[config.mk]
export PLATFORM = sky130hd
export DESIGN_NAME = boot_loader
export DESIGN_NICKNAME = d
export VERILOG_FILES = /design/src/rtl/boot_loader.sv
export SDC_FILE = /design/constraint.sdc
export NUM_CORES = 1
export LEC_CHECK = 0
export BUFFER_PORTS_ARGS = -buffer_cell sky130_fd_sc_hd__buf_2
export CORE_UTILIZATION = 54
export DETAILED_ROUTE_END_ITERATION = 10
export PLACE_DENSITY_LB_ADDON = 0.15
export SLEW_MARGIN = 10
export SYNTH_ARGS = -nofsm -noshare
export SYNTH_HDL_FRONTEND = slang
export SYNTH_SLANG_ARGS = --single-unit
[constraint.sdc]
create_clock -name i_clk -period 2.9 [get_ports i_clk]
set_clock_uncertainty 0.2 [all_clocks]
set_input_delay 0 -clock i_clk [delete_from_list [all_inputs] [get_ports i_clk]]
set_output_delay 0 -clock i_clk [all_outputs]
set_load 0.02 [all_outputs]
[src/rtl/boot_loader.sv]
// Boot-stream loader: receives a length-prefixed, XOR-checksummed image over a byte
// handshake, writes it word by word into IMEM and releases the CPU from reset.
module boot_loader #(
  parameter logic [63:0] BASE_ADDR = 64'h0,
  parameter int unsigned MAX_WORDS = 1024
) (
  input  logic        i_clk,
  input  logic        i_reset,
  input  logic        i_rx_valid,
  input  logic [7:0]  i_rx_data,
  output logic        o_rx_ready,
  output logic        o_imem_we,
  output logic [63:0] o_imem_addr,
  output logic [31:0] o_imem_wdata,
  output logic        o_cpu_reset,
  output logic        o_boot_done,
  output logic        o_err
);

  typedef enum logic [2:0] {
    StCntLo, StCntHi, StData, StWrite, StCheck, StDone, StError
  } state_e;

  state_e      r_state;
  logic [15:0] r_count;
  logic [15:0] r_idx;
  logic [7:0]  r_csum;
  logic [31:0] r_wdata;
  logic [1:0]  r_bsel;

  logic        w_accept;
  logic [15:0] w_count_full;

  assign w_accept     = i_rx_valid && o_rx_ready;
  assign w_count_full = {i_rx_data, r_count[7:0]};

  always_ff @(posedge i_clk) begin
    if (!i_reset) begin
      r_state <= StCntLo;
      r_count <= '0;
      r_idx   <= '0;
      r_csum  <= '0;
      r_wdata <= '0;
      r_bsel  <= '0;
    end else begin
      unique case (r_state)
        StCntLo: if (w_accept) begin
          r_count[7:0] <= i_rx_data;
          r_csum       <= r_csum ^ i_rx_data;
          r_state      <= StCntHi;
        end
        StCntHi: if (w_accept) begin
          r_count <= w_count_full;
          r_csum  <= r_csum ^ i_rx_data;
          r_bsel  <= '0;
          if (w_count_full == 16'd0)                   r_state <= StCheck;
          else if (32'(w_count_full) > MAX_WORDS)      r_state <= StError;
          else                                         r_state <= StData;
        end
        StData: if (w_accept) begin
          r_wdata[{r_bsel, 3'b000} +: 8] <= i_rx_data;
          r_csum  <= r_csum ^ i_rx_data;
          r_bsel  <= r_bsel + 2'd1;
          if (r_bsel == 2'd3) r_state <= StWrite;
        end
        StWrite: begin
          r_idx   <= r_idx + 16'd1;
          r_state <= (r_idx + 16'd1 == r_count) ? StCheck : StData;
        end
        StCheck: if (w_accept) begin
          r_state <= (i_rx_data == r_csum) ? StDone : StError;
        end
        StDone, StError: r_state <= r_state;
        default: r_state <= StError;
      endcase
    end
  end

  // Gating with i_reset keeps the outputs in their safe values during the reset cycle itself,
  // including suppressing a pending IMEM write.
  assign o_rx_ready   = i_reset && (r_state inside {StCntLo, StCntHi, StData, StCheck});
  assign o_imem_we    = i_reset && (r_state == StWrite);
  assign o_imem_addr  = BASE_ADDR + {46'd0, r_idx, 2'b00};
  assign o_imem_wdata = r_wdata;
  assign o_boot_done  = i_reset && (r_state == StDone);
  assign o_err        = i_reset && (r_state == StError);
  assign o_cpu_reset  = !o_boot_done;

endmodule
==> out/results.ini <==
[logic_synthesis]
ys_seq_area_frac=0.353
netlist_top_cells_count=77 x dfxtp_1, 53 x nand2_1, 48 x buf_4
synth.most_common_cell=dfxtp_1
synth_cell_types=58
ys.flop_type=dfxtp_1
syn-cell-area_um2=4370
synth-edff-count=0
synth_top_area_frac=0.353
synth-warning-count=0
async_flop_share=0
avgSynthCellArea_um2=8.53
synth_area_leader_cell=dfxtp_1
synthTopCellsByArea=dfxtp_1 35%, buf_4 8.2%, xnor2_1 5.4%, a21boi_0 5.3%, nand2_1 4.6%
synth-seq-cells=77
netlist_instances=512

[min_path]
holdCritPathClass=input port to flop
holdPathEnd=r_state[0]
holdPathStages=3
hp-start=i_reset

[power]
peakVddDrop_mv=0.220
leakage_nw=1.95
power_density_nw_per_um2=455

[clock_tree]
clk_pin_slew_ns=0.09
insertion_delay_ns=0.36
numCtsBuffers=9
root_buffer=clkbuf_8
postCtsSetupRepairBufs=0
htree_levels=3
cts.sinks=77
cts_tree=done
cts_buffer_depth=2

[setup_path]
crit_path_start_kind=flop
rr_startpoint=r_idx[5]
critPathBufInv=1
r2r_slack_ns=0.21
worst-r2r-cell-count=7
required_ns=2.95
end_kind=flop
crit_chain=nand4_1 -> buf_4 -> nor4_1 -> xnor2_1 -> o211ai_1 -> or4_1 -> o21ba_1
cpPeakStageDelay_ns=0.59
crit_arrival_ns=2.74
rr_endpoint=r_state[1]
critical-path-top-delay-family=simple AND/OR/NAND/NOR gates
worstPathMaxFanout=7
cpMaxStageDelayCell=or4_1
critical_path_class=flop to flop

[outcome]
status=finished clean

[placed_design]
dp_hpwl_um=6570
gp_congestion=0.869
portBuffers=63
placed_cells=658

[final_layout]
postLayoutCoreUtil=0.632
nets=594
num_antenna_cells=0
final_cells=683
fill_cells=690
syn2layout_area_growth_pct=12.3
final_layout_size_suffix_gt1_frac=0.177

[floorplanning]
io-pin-count=112
fp-row-count=32
die_area_um2=8450
coreArea_um2=7770
start_util=0.562
die_width_um=92.0
die_h_um=92.0

[detailed_routing]
vias_per_cell=5.30
drtAntennaViolNets=0
dr.pass1.iters=5
drt-initial-drc-count=188
dr_total_vias=3618
wl_um=9930
drc=0
avgRoutedWirePerCell_um=14.5

[timing]
slew_headroom=0.468
fin_crit_ns=2.69
setup_tns_ns=0
hold-worst-slack_ns=0.133
grt_setup_unrepaired=no
fin_crit_sh=0.929
hold_viol=0
fmax_mhz=371
worst_pin_slew_ns=0.794
drv_slew=0
setup_viol=0

[global_route]
grt_max_degree=84
grt_remaining_overflow=0
grt_pass1_vias=3347
grt.total_usage=0.243
antenna_found_initial=0
grt_pass1_wl_um=16400

[job]
maxCapViolCount=0

[cells in the final DEF, fill, tap and decap left out, types with 8 or more instances in the layout]
cell type,instances
a21boi_0,31
a22oi_1,10
and2_1,20
buf_2,63
buf_4,14
clkbuf_8,9
conb_1,48
dfxtp_1,76
dlygate4sd3_1,9
mux2i_1,16
nand2_1,53
nand3_1,32
nor2_1,12
nor2b_1,30
nor3_1,8
o21ai_0,11
xnor2_1,27
xor2_1,17
[worst reg2reg max path, delay by kind of cell, from the launching register on]
family	cells	cell delay (ns)
and+or+nand+nor	3	1.23
xor gates and xnor gates	1	0.16
AOI/OAI and AO/OA	2	0.30
buffers and inverters	1	0.26
DFF	1	0.44
[sequential cells by signal (all words and copies together) (netlist names)]
| signal | count |
|---|---|
| o_imem_wdata | 32 |
| r_count | 16 |
| r_idx | 16 |
| r_csum | 8 |
| r_state | 3 |
| r_bsel | 2 |
[stage by stage]
stage	setup slack, ns	power [mW]	cell area (µm²)
CTS	0.179	2.23	4900
floorplan	0.253	1.37	4550
global route	0.0378	2.31	4910
finish	0.206	2.23	4910
detailed placement	0.206	1.38	4610
global placement	0.268	1.37	4610
[power by group]
part	total, mW	switching [mW]	internal, mW
registers	1.10	0.0200	1.08
logic	0.265	0.170	0.0946
clock network	0.868	0.456	0.412
total	2.23	0.647	1.58
[logic make-up after synthesis]
family                     count (synthesis)  synth area share
AOI/OAI and AO/OA                         82             0.136
xor gates and xnor gates                  44            0.0882
adders and majority gates                  7            0.0200
buffers and inverters                     85             0.115
DFF                                       77             0.353
muxes                                     16            0.0367
other                                      1          0.000858
and+or+nand+nor                          200             0.250
[timing repair]
item | in CTS | in global routing
hold buffers | 9 | 0
setup endpoints to repair | 0 | 1
endpoints found under the hold margin | 58 | 0
resized for setup | 0 | 1
[cell type report]
type                       instances  area [µm²]  share of cell area
tap                              102         128              0.0260
multi-input combinational        397        2500               0.510
clock buffer                       9         124              0.0252
inverter                           5        18.8             0.00383
clock inverter                     7        81.3              0.0166
timing repair buffer              86         510               0.104
sequential                        77        1540               0.314
[per-layer routing]
layer | GRT usage | up-vias | wire [µm]
li1 | - | 1791 | -
met1 | 0.323 | 1704 | 4620
met2 | 0.393 | 112 | 4700
met3 | 0.0456 | 11 | 475
met4 | 0.0885 | 0 | 133
met5 | 0 | - | 0
[how the worst max path moves through the flow]
stage / from / to / slack [ns] / cells past startpoint
final: r_idx[5] / r_state[1] / 0.21 / 7
after global routing: r_idx[5] / r_state[1] / 0.04 / 7
after CTS: r_idx[6] / r_state[1] / 0.18 / 7
after detailed placement: r_idx[6] / r_state[1] / 0.21 / 7
after global placement: r_idx[6] / r_state[1] / 0.27 / 7
after floorplan: r_idx[0] / r_state[1] / 0.25 / 8
Power figures use the tool's default switching activity.
